**config.mk**
```make
export PLATFORM = sky130hd
export DESIGN_NAME = seg7_scan_display
export DESIGN_NICKNAME = d
export VERILOG_FILES = /design/src/rtl/cymometer_pkg.sv /design/src/rtl/bcd_to_seg7.sv /design/src/rtl/seg7_scan_display.sv
export SDC_FILE = /design/constraint.sdc
export NUM_CORES = 1
export LEC_CHECK = 0
export CAP_MARGIN = 5
export CORE_ASPECT_RATIO = 0.5
export CORE_UTILIZATION = 46
export CTS_CLUSTER_SIZE = 16
export DETAILED_ROUTE_END_ITERATION = 8
export DONT_BUFFER_PORTS = 1
export SYNTH_ARGS = -nofsm -noshare
export SYNTH_HDL_FRONTEND = slang
export SYNTH_SLANG_ARGS = --single-unit
export TNS_END_PERCENT = 5
```
**constraint.sdc**
```tcl
create_clock -name sysclk -period 10.2 [get_ports sysclk]
set_input_delay 0 -clock sysclk [delete_from_list [all_inputs] [get_ports sysclk]]
set_output_delay 0 -clock sysclk [all_outputs]
set_load 0.02 [all_outputs]
```
**src/rtl/cymometer_pkg.sv**
```systemverilog
// cymometer_pkg: shared 7-segment constants and display helpers for the frequency meter.
package cymometer_pkg;
    localparam int NDIG  = 8;
    localparam int BCD_W = 4;
    localparam logic [6:0] SEG_0     = 7'h3F;
    localparam logic [6:0] SEG_1     = 7'h06;
    localparam logic [6:0] SEG_2     = 7'h5B;
    localparam logic [6:0] SEG_3     = 7'h4F;
    localparam logic [6:0] SEG_4     = 7'h66;
    localparam logic [6:0] SEG_5     = 7'h6D;
    localparam logic [6:0] SEG_6     = 7'h7D;
    localparam logic [6:0] SEG_7     = 7'h07;
    localparam logic [6:0] SEG_8     = 7'h7F;
    localparam logic [6:0] SEG_9     = 7'h6F;
    localparam logic [6:0] SEG_MINUS = 7'h40;
    localparam logic [6:0] SEG_OFF   = 7'h00;

    function automatic logic [7:0] to_level(input logic [7:0] v, input logic act_low);
        return act_low ? ~v : v;
    endfunction
endpackage

```
**src/rtl/bcd_to_seg7.sv**
```systemverilog
// bcd_to_seg7: BCD digit to active-high {g..a} pattern; invalid codes show a minus.
module bcd_to_seg7
    import cymometer_pkg::*;
(
    input  logic [BCD_W-1:0] bcd_i,
    output logic [6:0]       seg_o
);
    always_comb begin
        case (bcd_i)
            4'd0:    seg_o = SEG_0;
            4'd1:    seg_o = SEG_1;
            4'd2:    seg_o = SEG_2;
            4'd3:    seg_o = SEG_3;
            4'd4:    seg_o = SEG_4;
            4'd5:    seg_o = SEG_5;
            4'd6:    seg_o = SEG_6;
            4'd7:    seg_o = SEG_7;
            4'd8:    seg_o = SEG_8;
            4'd9:    seg_o = SEG_9;
            default: seg_o = SEG_MINUS;
        endcase
    end
endmodule

```
**src/rtl/seg7_scan_display.sv**
```systemverilog
// seg7_scan_display: double-buffered, time-multiplexed 8-digit 7-segment driver
// with optional leading-zero blanking.
module seg7_scan_display
    import cymometer_pkg::*;
#(
    parameter int CLK_HZ       = 50_000_000,
    parameter int SCAN_HZ      = 1_000,
    parameter bit SEG_ACT_LOW  = 1'b1,
    parameter bit SCAN_ACT_LOW = 1'b1
) (
    input  logic        sysclk,
    input  logic        rst,
    input  logic [31:0] bcd_in,
    input  logic        bcd_valid,
    input  logic        blank_lz,
    output logic [6:0]  seg7,
    output logic [7:0]  scan,
    output logic        frame_done
);
    localparam int DIV = CLK_HZ / SCAN_HZ;
    localparam int CW  = $clog2(DIV);
    localparam logic [6:0] SEG_RST  = SEG_ACT_LOW ? 7'h7F : 7'h00;
    localparam logic [7:0] SCAN_RST = SCAN_ACT_LOW ? 8'hFF : 8'h00;

    logic [CW-1:0]    cnt_q, cnt_d;
    logic [2:0]       idx_q, idx_d;
    logic [31:0]      disp_q, disp_d, pend_q, pend_d;
    logic             pend_flag_q, pend_flag_d;
    logic [6:0]       seg7_q;
    logic [7:0]       scan_q;
    logic             frame_done_q;
    logic             tick, boundary, blank;
    logic [NDIG-1:0]  lz;
    logic [BCD_W-1:0] dig;
    logic [6:0]       seg_dec, seg_lg;
    logic [7:0]       seg_pol, scan_pol;

    assign tick     = cnt_q == CW'(DIV - 1);
    assign boundary = tick && idx_q == 3'(NDIG - 1);

    always_comb begin
        cnt_d       = tick ? '0 : cnt_q + CW'(1);
        idx_d       = tick ? idx_q + 3'd1 : idx_q;
        disp_d      = boundary ? (bcd_valid ? bcd_in : pend_flag_q ? pend_q : disp_q) : disp_q;
        pend_d      = bcd_valid ? bcd_in : pend_q;
        pend_flag_d = !boundary && (bcd_valid || pend_flag_q);
    end

    // lz[i]: digit i and every digit above it are zero in the value about to be shown
    always_comb begin
        lz = '0;
        lz[NDIG-1] = disp_d[(NDIG-1)*BCD_W +: BCD_W] == '0;
        for (int i = NDIG - 2; i >= 0; i--)
            lz[i] = lz[i+1] && disp_d[i*BCD_W +: BCD_W] == '0;
    end

    assign dig   = disp_d[{idx_d, 2'b00} +: BCD_W];
    assign blank = blank_lz && idx_d != 3'd0 && lz[idx_d];

    bcd_to_seg7 u_dec (
        .bcd_i (dig),
        .seg_o (seg_dec)
    );

    assign seg_lg   = blank ? SEG_OFF : seg_dec;
    assign seg_pol  = to_level({1'b0, seg_lg}, SEG_ACT_LOW);
    assign scan_pol = to_level(8'd1 << idx_d, SCAN_ACT_LOW);

    always_ff @(posedge sysclk or posedge rst) begin
        if (rst) begin
            cnt_q        <= '0;
            idx_q        <= '0;
            disp_q       <= '0;
            pend_q       <= '0;
            pend_flag_q  <= 1'b0;
            seg7_q       <= SEG_RST;
            scan_q       <= SCAN_RST;
            frame_done_q <= 1'b0;
        end else begin
            cnt_q        <= cnt_d;
            idx_q        <= idx_d;
            disp_q       <= disp_d;
            pend_q       <= pend_d;
            pend_flag_q  <= pend_flag_d;
            frame_done_q <= boundary;
            if (tick) begin
                seg7_q <= seg_pol[6:0];
                scan_q <= scan_pol;
            end
        end
    end

    assign seg7       = seg7_q;
    assign scan       = scan_q;
    assign frame_done = frame_done_q;
endmodule

```
Word level (Yosys, flattened, before mapping)

Memories as Yosys holds them, arrays and structs flattened.
Index checks and enable logic that the tools add are counted.

Flip-flop bits (word level): 100
ROM bits: 112
Input port bits: 36
Word-level logic and storage cells: 48
Memories kept: 1

Memory list:

| memory           | depth | width | rd ports | clocked after memory_dff | wr ports | line             | text |
|---|---|---|---|---|---|---|---|
| (name not given) | 16    | 7     | 1        | 0                        | 0        | bcd_to_seg7.sv:9 | `case (bcd_i)` |

Add/subtract/negate cells: 2
Order comparisons: 1
Equal/unequal tests: 2
Shift-type cells: 2
Multiplexer cells: 8
Bitwise logic cells: 2
Reduce and logical (&&, ||, !) cells: 22

Operator list:

| cell                  | count |
|---|---|
| $mux 32               | 3 |
| $logic_not 4->1       | 8 |
| $shiftx 32x6->4       | 1 |
| $add 16x1->16 const B | 1 |
| $eq 16x16->1 const B  | 1 |
| $mux 16               | 1 |
| $logic_and 1x1->1     | 11 |
| $not 8->8             | 1 |
| $shl 1x3->8 const A   | 1 |
| $mux 7                | 1 |
| $not 7->7             | 1 |
| $lt 3x4->1 const B    | 1 |
| $add 3x1->3 const B   | 1 |
| $bmux 1 s3            | 1 |
| $eq 3x3->1 const B    | 1 |
| $mux 3                | 1 |
| $reduce_bool 3->1     | 1 |
| $logic_not 1->1       | 1 |
| $logic_or 1x1->1      | 1 |
| $mux 1                | 1 |

Logic depth before layout (Yosys ltp)

Depth after elaboration: 16
Gate-level depth with buffers: 18
Depth with buffers taken out: 16

Cells and area by module

A second synthesis with hierarchy kept.

Cell total of the unflattened synthesis: 525
Area, all modules: 5250.0 µm²

By module, submodules not included:

| module            | instances | cells each | area each (µm²) | seq. area each (µm²) |
|---|---|---|---|---|
| seg7_scan_display | 1         | 496        | 5024.8          | 2521.2 |
| bcd_to_seg7       | 1         | 29         | 225.2           | 0.0 |

Least setup slack after synthesis

No wires, ideal clock.

Path type: flip-flop to flip-flop
From: reg idx_q[1]
To: reg seg7_q[5] (netlist: seg7[5])
Setup time: 0.080 ns
Arrival time: 3.284 ns
Slack: 6.836 ns
Cell stages (with the launch flop): 19
Path buffers: 3
Clock period less this slack: 3.364 ns
Cell sequence: dfrtp_1 > ha_1 > ha_1 > and4_1 > nand4_4 > inv_2 > buf_6 > buf_12 > buf_8 > nand2_2 > o22a_1 > mux2_2 > a2111oi_2 > a41o_2 > inv_2 > ha_1 > and2_1 > o21a_1 > o22a_1

Word-level cells in the longest chain between the ends: 16
Elaborated cells on any way between the ends: 29
Those cells by class: add/sub (1); eq/ne (1); shift (1); mux (5); bitwise (1); reduce/logical (19); memory (1)

RTL lines:

| item                                                                  | line                    | text |
|---|---|---|
| from (decl)                                                           | seg7_scan_display.sv:26 | `logic [2:0] idx_q, idx_d;` |
| from (signal assigned)                                                | seg7_scan_display.sv:81 | `idx_q <= idx_d;` |
| $eq 3x3->1 *                                                          | seg7_scan_display.sv:39 | `assign boundary = tick && idx_q == 3'(NDIG - 1);` |
| $logic_and 1x1->1 *                                                   | seg7_scan_display.sv:39 |  |
| via boundary                                                          | seg7_scan_display.sv:32 | `logic tick, boundary, blank;` |
| $mux 32 *                                                             | seg7_scan_display.sv:44 | `disp_d = boundary ? (bcd_valid ? bcd_in : pend_flag_q ? pend_q : disp_q) : disp_q;` |
| via disp_d[24]                                                        | seg7_scan_display.sv:27 | `logic [31:0] disp_q, disp_d, pend_q, pend_d;` |
| parallel branches: the longest is 11 deep, another holds $mem_v2 16x7 | --                      |  |
| $mux 7 *                                                              | seg7_scan_display.sv:65 | `assign seg_lg = blank ? SEG_OFF : seg_dec;` |
| $not 7->7 *                                                           | cymometer_pkg.sv:19     | `return act_low ? ~v : v;` |
| to (signal assigned)                                                  | seg7_scan_display.sv:87 | `seg7_q <= seg_pol[6:0];` |
| to (decl)                                                             | seg7_scan_display.sv:29 | `logic [6:0] seg7_q;` |

Mark *: on every way through the listed nets, which the timed path passes. The select of a mux whose other input is x is not followed.
A chain may end at the register's enable or synchronous reset.

Worst setup path after layout

From: reg idx_q[0]
To: reg seg7_q[5] (netlist: seg7[5])

Word-level cells in the longest chain between the ends: 16
Elaborated cells on any way between the ends: 29
Those cells by class: add/sub (1); eq/ne (1); shift (1); mux (5); bitwise (1); reduce/logical (19); memory (1)

RTL lines:

| item                                                                  | line |
|---|---|
| parallel branches: the longest is 14 deep, another holds $mem_v2 16x7 | -- |
| $mux 7 *                                                              | seg7_scan_display.sv:65 |
| $not 7->7 *                                                           | cymometer_pkg.sv:19 |

Mark *: on every way between the ends. The select of a mux whose other input is x is not followed.

==> metrics.md <==
| Metric | Value |
|---|---|
| Slew Limit Fails | 0 |
| Root buf cell | clkbuf_16 |
| Placer's final routability congestion estimate | just under 0.9 |
| Clk_lat worst skew | 0.35 ns |
| Register area share after synthesis | 0.469 |
| Final nets | approximately 590 |
| Fmax achieved | between 200 and 250 MHz |
| Syn-to-layout area delta | 14.7% |
| Multiplexer share of the synthesized area | 0.0874 |
| Worst-margin pin slew | approximately 0.92 ns |
| Worst EP arrival | between 4 and 5 ns |
| Layout cells sized above 1 | 0.150 |
| Fin area | just over 6000 um^2 |
| CP endpoint kind | flip-flop |
| Vias per inst | 5.95 |
| H-tree lvl count | 3 |
| Hold slack | about 0.016 ns |
| Data required, critical path | 10.48 ns |
| Clk pwr share | 0.434 |
| Aggregate global routing overflow | 0 |
| Core Rows | 27 |
| Detail Placement HPWL | 9630 um |
| Worst-path maximum fanout | 49 |
| Synth Area in XOR/XNOR | 0.0212 |
| Largest net degree at the start of global routing | 60 |
| Max_slew headroom | 0.384 |
| Post-synth cell types | 76 |
| Max cap viols | 0 |
| Yosys warning count | 0 |
| DP Cell Count | roughly 660 |
| Area post-placement | between 5000 and 6000 um^2 |
| Net Sw Frac | 0.224 |
| Synth Area in Adders | 0.0186 |
| Combinational family with the most area after synthesis | compound AO/OA/AOI/OAI gates |
| CTS tree | yes |
| Initial Utilization | 0.480 |
| CP Class | reg2reg |
| Final worst-path cycle share | 0.434 |
| Maximum clock path buffer count | 2 |
| Fillcell total | 979 |
| CTS Buf Count | 9 |
| Post-synth EDFFs | 0 |
| Clk sinks | 100 |
| Yosys reg bits | 100 |
| Setup TNS | 0 ns |
| Die Y-Extent | around 78 um |
| Cells after Synth | roughly 520 |
| Final Hold Fails | 0 |
| Power density over cell area | between 100 and 150 nW/um^2 |
| Antenna Nets Post-Route | 0 |
| Logic pwr share | 0.069 |
| Post-Route WL | 14200 um |
| Hold worst-path end | disp_q[31] |
| Vias in the first global route | about 4100 |
| RR Endpoint | seg7[5] |
| Core ar. | 11200 um^2 |
| DR iter-0 viols | between 300 and 400 |
| Worst slack, placed | 5.83 ns |
| Hold_sp | bcd_in[31] |
| Cell-internal power | between 600 and 700 uW |
| Seq pwr share | 0.497 |
| Worst Hold Path Cells | 3 |
| Area of the die | ~12000 um^2 |
| Leak | 2.67 nW |
| Final setup violation count | 0 |
| Via Count | 4234 |
| Tmin final | 4.42 ns |
| Fin worst setup slack | a little under 6 ns |
| Unrepaired setup endpoints after global routing | no |
| Outcome | finished, final reports clean |
| PortBufs | 0 |
| Compound-gate portion of the synthesized area | 0.193 |
| Post-Syn Area | between 5000 and 6000 um^2 |
| Area share of and/or/nand/nor cells after synthesis | 0.164 |
| Initial antenna violation count | 0 |
| Ant. Diodes | 0 |
| Clock transition at path regs | ~0.06 ns |
| Total GRT Usage | 0.248 |
| Sw power | ~190 uW |
| Final Skew | about 0.0080 ns |
| Setup Buffers After CTS | 0 |
| Worst hold path class | in2reg |
| Post_cts resized | 0 |
| R2R Setup Slk | approximately 5.8 ns |
| FF-to-FF path depth | 16 |
| Post-CTS Hold Buffers | 37 |
| Worst setup SP type | flip-flop |
| First-pass DRT Iterations | 5 |
| First-pass GRT wire length | ~23000 um |
| IO Count | 52 |
| Worst r2r src | idx_q[0] |
| Worst VDD drop | approximately 0.000071 V |
| Async set-reset flop share out of synthesis | 1.00 |
| Post-route insts no fill | between 700 and 800 |
| Drc violations | 0 |
| Syn nets | about 570 |
| Avg Inst Size Synth | about 10 um^2 |
| Wire per inst | around 20 um |
| Dominant synthesized flop cell | dfrtp_1 |
| Die W | about 150 um |
-- cell usage after synthesis, types with 3 or more instances --
| master | n | share of area |
|---|---|---|
| a211oi_1 | 3 | 0.0042 |
| a21o_1 | 14 | 0.020 |
| a21oi_1 | 31 | 0.029 |
| a221oi_1 | 4 | 0.0065 |
| a22oi_1 | 4 | 0.0056 |
| a31oi_1 | 7 | 0.0082 |
| a32oi_1 | 11 | 0.018 |
| and2_1 | 5 | 0.0058 |
| and3_1 | 4 | 0.0047 |
| and4_1 | 3 | 0.0049 |
| buf_1 | 4 | 0.0028 |
| buf_2 | 5 | 0.0047 |
| clkbuf_1 | 14 | 0.0098 |
| dfrtp_1 | 85 | 0.40 |
| dfstp_2 | 15 | 0.073 |
| ha_1 | 8 | 0.019 |
| inv_1 | 22 | 0.015 |
| mux2_2 | 23 | 0.048 |
| mux2i_1 | 15 | 0.028 |
| nand2_1 | 37 | 0.026 |
| nand3_1 | 21 | 0.020 |
| nor2_1 | 48 | 0.034 |
| nor2b_1 | 6 | 0.0070 |
| nor3_1 | 5 | 0.0047 |
| nor3b_1 | 3 | 0.0042 |
| nor4_1 | 3 | 0.0035 |
| nor4b_1 | 5 | 0.0082 |
| o21ai_0 | 21 | 0.020 |
| o22a_1 | 8 | 0.013 |
| o22ai_1 | 13 | 0.015 |
| o41ai_1 | 5 | 0.0082 |
| or4_1 | 4 | 0.0056 |
| xnor2_1 | 7 | 0.011 |
| xor2_1 | 6 | 0.0098 |
-- area by class of cell --
type	count	area, um^2	area share
inverters	24	92.6	0.0150
repair buffers	42	418	0.0678
well taps	159	199	0.0323
clock inverters	1	7.51	0.00122
flip-flops and latches	100	2520	0.409
multi-input cells	370	2600	0.422
clock buffers	15	322	0.0522
-- how the worst max path moves through the flow --
| stage | startpoint | depth (start not counted) | to |
|---|---|---|---|
| finish | idx_q[0] | 16 | seg7[5] |
| floorplan | idx_q[1] | 18 | seg7[5] |
| global route | idx_q[0] | 12 | seg7[5] |
| detailed placement | idx_q[0] | 16 | seg7[5] |
| CTS | idx_q[0] | 16 | seg7[5] |
| global placement | idx_q[0] | 16 | seg7[5] |
-- critical path: stages, from the launching register on --
cell and delay (ns):
dfrtp_1 0.53, ha_1 0.21, ha_1 0.20, and4_1 0.24, nand4_4 0.33, inv_2 0.81
nand2_1 0.29, o22a_1 0.24, nor2_1 0.13, nor3_1 0.08, a2111oi_2 0.36, a41o_2 0.23
inv_2 0.05, ha_1 0.18, and2_1 0.14, o21a_1 0.16, o22a_1 0.15
-- registers in the layout (all words and copies together) (netlist names) --
name	cells
cnt_q	16
disp_q	32
frame_done	1
idx_q	3
pend_flag_q	1
pend_q	32
scan	8
seg7	7
-- power by group through the flow --
stage | Clock (mW) | Sequential (mW) | Combinational (mW)
floorplan | 0 | 0.424 | 0.0356
global placement | 0 | 0.427 | 0.0394
detailed placement | 0 | 0.427 | 0.0399
CTS | 0.374 | 0.420 | 0.0583
global route | 0.389 | 0.421 | 0.0641
finish | 0.366 | 0.420 | 0.0579
-- per-stage QoR --
| step | total power [mW] | utilization |
|---|---|---|
| after detailed placement | 0.467 | 0.488 |
| after floorplan | 0.460 | - |
| after CTS | 0.852 | 0.551 |
| after global routing | 0.874 | 0.551 |
| final | 0.844 | 0.551 |
| after global placement | 0.467 | 0.488 |
-- cells in the final DEF, fill, tap and decap left out, drive strengths merged, types with 8 or more instances in the layout --
cell | netlist | routed
dfstp | 15 | 15
o22a | 8 | 8
mux2i | 17 | 17
nor2 | 49 | 49
a32oi | 11 | 11
nand3 | 22 | 22
inv | 24 | 24
nand2 | 38 | 38
o21ai | 23 | 23
ha | 8 | 8
a21o | 14 | 14
dlygate4sd3 | 0 | 36
a21oi | 32 | 32
mux2 | 24 | 24
clkbuf | 15 | 15
dfrtp | 85 | 85
o22ai | 13 | 13
-- metal layers --
layer,global-route usage,part of all wire
met3,0.0530,0.073
met2,0.342,0.41
met4,0.0624,0.011
met5,0,0
met1,0.386,0.50
-- cells by family after synthesis --
| kind of cell | count (synthesis) |
|---|---|
| AOI/OAI and AO/OA | 145 |
| xor gates and xnor gates | 13 |
| DFF | 100 |
| and+or+nand+nor | 163 |
| adders and majority gates | 8 |
| buffers and inverters | 53 |
| muxes | 41 |
Note: power is estimated with default switching activity, not from simulation.
